**src/rtl/debounce_edge_detect_if.sv**
```systemverilog
`default_nettype none
// ============================================================================
// Module      : debounce_edge_detect_if
// Description : Signal bundle between the resync stage / control logic and
//               the debouncer.
//               master : drives i_signal, i_clear; observes the results.
//               slave  : the debouncer itself.
//   i_signal       synchronised level from the resync stage
//   i_clear        synchronous clear of the glitch counter
//   o_level        debounced level
//   o_rise/o_fall  one-cycle strobes on accepted transitions
//   o_busy         candidate transition being timed
//   o_glitch_count saturating count of aborted candidates
// Revision    : 1.0 - initial release
// ============================================================================
interface debounce_edge_detect_if #(
  parameter int unsigned GLITCH_W = 8
);
  logic                i_signal;
  logic                i_clear;
  logic                o_level;
  logic                o_rise;
  logic                o_fall;
  logic                o_busy;
  logic [GLITCH_W-1:0] o_glitch_count;

  modport master (
    output i_signal, i_clear,
    input  o_level, o_rise, o_fall, o_busy, o_glitch_count
  );

  modport slave (
    input  i_signal, i_clear,
    output o_level, o_rise, o_fall, o_busy, o_glitch_count
  );
endinterface
`default_nettype wire

```
**src/rtl/debounce_edge_detect.sv**
```systemverilog
`default_nettype none
// ============================================================================
// Module      : debounce_edge_detect
// Description : Debounces an already-synchronised level. A new value must be
//               seen for STABLE_CYCLES consecutive cycles before it is
//               accepted; accepted transitions produce one-cycle rise/fall
//               strobes, aborted candidates bump a saturating glitch count.
// Ports       : i_clk    clock (same domain as the resync output)
//               i_rst_n  synchronous active-low reset
//               bus      debounce_edge_detect_if.slave
//                        (i_signal, i_clear -> o_level, o_rise, o_fall,
//                         o_busy, o_glitch_count)
// Revision    : 1.0 - initial release
// ============================================================================
module debounce_edge_detect #(
  parameter int unsigned STABLE_CYCLES = 16,
  parameter logic        RESET_VALUE   = 1'b0,
  parameter int unsigned GLITCH_W      = 8
) (
  input  wire logic             i_clk,
  input  wire logic             i_rst_n,
  debounce_edge_detect_if.slave bus
);

  localparam int unsigned          CNT_W  = $clog2(STABLE_CYCLES + 1);
  localparam logic [CNT_W-1:0]     C_LAST = CNT_W'(STABLE_CYCLES - 1);
  localparam logic [CNT_W-1:0]     C_ONE  = CNT_W'(1);
  localparam logic [GLITCH_W-1:0]  C_GMAX = '1;

  localparam logic [1:0] S_STABLE    = 2'd0;
  localparam logic [1:0] S_CANDIDATE = 2'd1;

  logic [1:0]          state_q,  state_d;
  logic [CNT_W-1:0]    cnt_q,    cnt_d;
  logic                level_q,  level_d;
  logic                rise_q,   rise_d;
  logic                fall_q,   fall_d;
  logic [GLITCH_W-1:0] glitch_q, glitch_d;

  logic w_diff;
  logic w_accept;
  logic w_abort;

  assign w_diff = (bus.i_signal != level_q);

  // State register: all outputs come straight from here.
  always_ff @(posedge i_clk) begin
    if (!i_rst_n) begin
      state_q  <= S_STABLE;
      cnt_q    <= '0;
      level_q  <= RESET_VALUE;
      rise_q   <= 1'b0;
      fall_q   <= 1'b0;
      glitch_q <= '0;
    end else begin
      state_q  <= state_d;
      cnt_q    <= cnt_d;
      level_q  <= level_d;
      rise_q   <= rise_d;
      fall_q   <= fall_d;
      glitch_q <= glitch_d;
    end
  end

  // Next-state logic. The counter holds the number of consecutive differing
  // samples already seen, so the STABLE_CYCLES-th one arrives with
  // cnt_q == STABLE_CYCLES-1.
  always_comb begin
    state_d  = state_q;
    cnt_d    = cnt_q;
    w_accept = 1'b0;
    w_abort  = 1'b0;

    case (state_q)
      S_STABLE: begin
        cnt_d = '0;
        if (w_diff) begin
          if (STABLE_CYCLES == 1) begin
            w_accept = 1'b1;
          end else begin
            state_d = S_CANDIDATE;
            cnt_d   = C_ONE;
          end
        end
      end
      S_CANDIDATE: begin
        if (!w_diff) begin
          w_abort = 1'b1;
          state_d = S_STABLE;
          cnt_d   = '0;
        end else if (cnt_q == C_LAST) begin
          w_accept = 1'b1;
        end else begin
          cnt_d = cnt_q + 1'b1;
        end
      end
      default: begin
        state_d = S_STABLE;
        cnt_d   = '0;
      end
    endcase

    if (w_accept) begin
      state_d = S_STABLE;
      cnt_d   = '0;
    end

    level_d = w_accept ? bus.i_signal : level_q;
    rise_d  = w_accept &  bus.i_signal;
    fall_d  = w_accept & ~bus.i_signal;

    // Clear wins over a coincident abort.
    glitch_d = glitch_q;
    if (bus.i_clear) begin
      glitch_d = '0;
    end else if (w_abort && (glitch_q != C_GMAX)) begin
      glitch_d = glitch_q + 1'b1;
    end
  end

  // Output decode, from registered state only.
  always_comb begin
    bus.o_level        = level_q;
    bus.o_rise         = rise_q;
    bus.o_fall         = fall_q;
    bus.o_busy         = (state_q == S_CANDIDATE);
    bus.o_glitch_count = glitch_q;
  end

endmodule
`default_nettype wire

```
**src/flat_wrapper.sv**
```systemverilog
// flat-port wrapper written by rule: the top's interface ports become plain ports
module debounce_edge_detect_flat 
#(
  parameter int unsigned STABLE_CYCLES = 16,
  parameter logic        RESET_VALUE   = 1'b0,
  parameter int unsigned GLITCH_W      = 8
)
  (i_clk, i_rst_n, bus_i_signal, bus_i_clear, bus_o_level, bus_o_rise, bus_o_fall, bus_o_busy, bus_o_glitch_count);
  debounce_edge_detect_if #(.GLITCH_W(GLITCH_W)) bus_i ();
  input  wire logic i_clk;
  input  wire logic i_rst_n;
  input wire logic [$bits(bus_i.i_signal)-1:0] bus_i_signal;
  input wire logic [$bits(bus_i.i_clear)-1:0] bus_i_clear;
  output wire logic [$bits(bus_i.o_level)-1:0] bus_o_level;
  output wire logic [$bits(bus_i.o_rise)-1:0] bus_o_rise;
  output wire logic [$bits(bus_i.o_fall)-1:0] bus_o_fall;
  output wire logic [$bits(bus_i.o_busy)-1:0] bus_o_busy;
  output wire logic [$bits(bus_i.o_glitch_count)-1:0] bus_o_glitch_count;
  assign bus_i.i_signal = bus_i_signal;
  assign bus_i.i_clear = bus_i_clear;
  assign bus_o_level = bus_i.o_level;
  assign bus_o_rise = bus_i.o_rise;
  assign bus_o_fall = bus_i.o_fall;
  assign bus_o_busy = bus_i.o_busy;
  assign bus_o_glitch_count = bus_i.o_glitch_count;
  debounce_edge_detect #(.STABLE_CYCLES(STABLE_CYCLES), .RESET_VALUE(RESET_VALUE), .GLITCH_W(GLITCH_W)) u_core (.i_clk(i_clk), .i_rst_n(i_rst_n), .bus(bus_i));
endmodule
```
**config.mk**
```make
export PLATFORM = sky130hd
export DESIGN_NAME = debounce_edge_detect_flat
export DESIGN_NICKNAME = d
export VERILOG_FILES = /design/src/rtl/debounce_edge_detect_if.sv /design/src/rtl/debounce_edge_detect.sv /design/src/flat_wrapper.sv
export SDC_FILE = /design/constraint.sdc
export NUM_CORES = 1
export LEC_CHECK = 0
export ABC_CLOCK_PERIOD_IN_PS = 1600
export CORE_UTILIZATION = 47
export CTS_BUF_LIST = sky130_fd_sc_hd__clkbuf_8
export DETAILED_ROUTE_END_ITERATION = 7
export PLACE_DENSITY = 0.74
export SLEW_MARGIN = 15
export SYNTH_ARGS = -nofsm -noshare
export SYNTH_HDL_FRONTEND = slang
export SYNTH_SLANG_ARGS = --single-unit
```
**constraint.sdc**
```tcl
create_clock -name i_clk -period 1.6 [get_ports i_clk]
set_input_delay 0.32 -clock i_clk [delete_from_list [all_inputs] [get_ports i_clk]]
set_output_delay 0.32 -clock i_clk [all_outputs]
set_load 0.01 [all_outputs]
```
==> run_results.csv <==
group,metric,value,unit
cells_and_area,final_layout_size_suffix_gt1_frac,0.204,
setup_path,worstReg2RegStart,"u_core.bus.o_glitch_count[0]",
die,start_util,0.519,
setup_path,critPathMaxFanout,6,
sta,fin_crit,1.54,ns
global_route,grt_max_degree,10,
setup_path,cp.depth,1,
yosys,ys_seq_elements,17,
sta,setup_viol,0,
yosys,synth_nets,90,
setup_path,slowest_stage,"clkdlybuf4s50_1",
power,powerDensity,787,mW/mm²
setup_path,cp_slowest_stage_delay,0.56,ns
setup_path,worst_ep_required_time,1.28,ns
die,io_pins,16,
cells_and_area,fin_cells,124,
place,numPlacedInstances,120,
power,finalPower,0.000856,W
cells_and_area,n_fill_cell,117,
cells_and_area,nets,117,
clock_tree,h-tree-depth,1,
place,port_buffers,15,
setup_path,crit_type,"flip-flop to output port",
setup_path,critPathBufInv,1,
setup_path,cp-start-kind,"flip-flop",
yosys,syn_area_per_cell,9.77,µm²
global_route,grt_pass1_vias,636,
route,dr.pass1.iters,4,
global_route,track_usage,0.188,
setup_path,critPathLaunch,"u_core.bus.o_glitch_count[3]",
place,gp_congestion,0.849,
clock_tree,clkSinkCount,17,
yosys,netlist_area,801,µm²
die,num_rows,14,
clock_tree,cts_root_buf,"clkbuf_8",
power,peakVddDrop,472,µV
setup_path,crit_end,"bus_o_glitch_count[3]",
yosys,ys_seq_area_frac,0.425,
setup_path,reg2reg_to,"u_core.bus.o_glitch_count[5]",
power,netSwitchingFraction,0.229,
setup_path,rr_worst_depth,4,
yosys,ys_warn_count,0,
route,first_iter_violations,2,
setup_path,cp_cell_sequence,"clkdlybuf4s50_1",
yosys,netlist_instances,82,
die,die_h,43.3,µm
place,hpwlAfterDp,1150,µm
clock_tree,cts_tree,"yes",
sta,clock.fmax,651,MHz
yosys,synth_edf_count,0,
clock_tree,clk_latency,0.25,ns
clock_tree,cts_buffers,3,
sta,drv_slew,0,
clock_tree,clk_pin_slew,0.07,ns
power,sequentialPowerShare,0.517,
die,core,0.00154,mm²
flow_run,max_cap_viol_count,0,
power,p_clk_frac,0.356,
cells_and_area,layout_common_cells,"12 x clkdlybuf4s50_1, 12 x dfxtp_1, 7 x nand2_1, 7 x buf_4",
power,power_switching,0.000196,W
setup_path,worstSetupEndpointType,"output port",
power,power.internal,0.000660,W
power,p_comb_frac,0.127,
sta,fin_ws,0.0638,ns
setup_path,rrSetupSlack,0.13,ns
yosys,synthArstFlopShare,0,
route,vias,647,
power,leakage,0.418,nW
die,die_w,43.3,µm
status,status,"finished, final reports clean",
setup_path,crit_family,"buffers and inverters",
yosys,synth_flop_cell,"dfxtp_1",
cells_and_area,n_antenna_cell,0,
global_route,antenna_found_initial,0,
cells_and_area,area_delta_synth_final,35.8,%
global_route,grt_pass1_wl,2620,µm
sta,finClkSkew,0.00792,ns
global_route,grt.overflow.total,0,
route,routed_wl,1480,µm
route,vias_per_cell,5.22,
route,routedWlPerCell,11.9,µm
min_path,hold_class,"flip-flop to flip-flop",
sta,grt_setup_unrepaired,"false",
route,antenna_left,0,
sta,min_period_over_period,0.960,
sta,slew_headroom,0.810,
clock_tree,clock_path_buffers,2,
sta,tightest_slew,0.281,ns
place,post-place-ws,-0.351,ns
route,drc,0,
sta,timing_hold_violations_final,0,
yosys,synth.distinct_cells,29,
sta,fin_tns_setup,0,ns
die,die_area,0.00187,mm²
setup_path,arrival,1.22,ns
==> per-layer routing <==
metal,GRT usage,wire [µm],vias to the layer above
met3,0.0383,36,2
met4,0.0909,8,0
met5,0,0,-
li1,-,-,349
met1,0.216,678,286
met2,0.325,754,10
==> state kept, by name, summed over array words and instances (netlist names) <==
register and cells:
u_core.cnt_q 5, u_core.bus.o_rise 1, u_core.state_q 1, u_core.bus.o_level 1, u_core.bus.o_glitch_count 8, u_core.bus.o_fall 1
==> what timing repair did <==
| action | 4_1_cts | 5_1_grt |
|---|---|---|
| endpoints found under the setup margin | 6 | 6 |
| resized for setup | 4 | 5 |
| hold buffers | 0 | 0 |
| pin swaps | 4 | 0 |
| buffers inserted | 0 | 0 |
==> power groups by stage <==
stage / Combinational (W) / Clock (W) / Sequential (W)
finish: 0.000109 / 0.000305 / 0.000442
global route: 0.000122 / 0.000332 / 0.000443
CTS: 0.000110 / 0.000319 / 0.000442
detailed placement: 0.000109 / 0 / 0.000449
global placement: 0.000106 / 0 / 0.000449
floorplan: 0.0000462 / 0 / 0.000458
==> metrics by stage <==
step                      hold WS [ns]  area (µm²)   util
after floorplan                  0.396         803      -
after global placement           0.492        1030  0.666
after detailed placement         0.508        1030  0.666
after CTS                        0.497        1080  0.700
after global routing             0.521        1090  0.705
final                            0.497        1090  0.705
==> logic make-up after synthesis <==
group           synth area share
flops                      0.425
simple gates               0.269
xor+xnor                  0.0328
fa+ha+maj                 0.0625
buf+inv                   0.0234
mux                       0.0375
compound gates             0.150
==> final cells by class <==
cell class	instances	area, µm²	area share
Clock buffer	3	41.3	0.0380
Timing Repair Buffer	22	203	0.186
Sequential cell	17	347	0.319
Inverter	5	18.8	0.0173
Clock inverter	1	3.75	0.00345
Multi-Input combinational cell	60	454	0.418
Tap cell	16	20.0	0.0184
==> cell usage after synthesis (2+ instances only) <==
cell,instances,share of area
nor3b_1,2,0.019
ha_1,4,0.063
o21ai_0,2,0.013
nand4b_1,2,0.022
and3_1,2,0.016
nor2_1,6,0.028
nand4_1,2,0.016
a21oi_1,3,0.019
xor2_1,2,0.022
nand2b_1,3,0.023
nor3_1,3,0.019
inv_1,5,0.023
dfxtp_1,17,0.43
mux2i_1,3,0.038
a211oi_1,3,0.028
nand2_1,7,0.033
nand3_1,4,0.025
==> worst min path at each step <==
stage                                  from                      endpoint  slack (ns)  cells after the start
5_1_grt                        bus_i_signal             u_core.bus.o_fall        0.52                      3
4_1_cts                        bus_i_signal             u_core.bus.o_fall        0.50                      3
3_3_place_gp                u_core.cnt_q[3]               u_core.cnt_q[3]        0.49                      2
2_1_floorplan                  bus_i_signal             u_core.bus.o_fall        0.40                      1
3_5_place_dp                u_core.cnt_q[3]               u_core.cnt_q[3]        0.51                      2
6_report       u_core.bus.o_glitch_count[1]  u_core.bus.o_glitch_count[1]        0.50                      2
(Power assumes the default switching activity.)
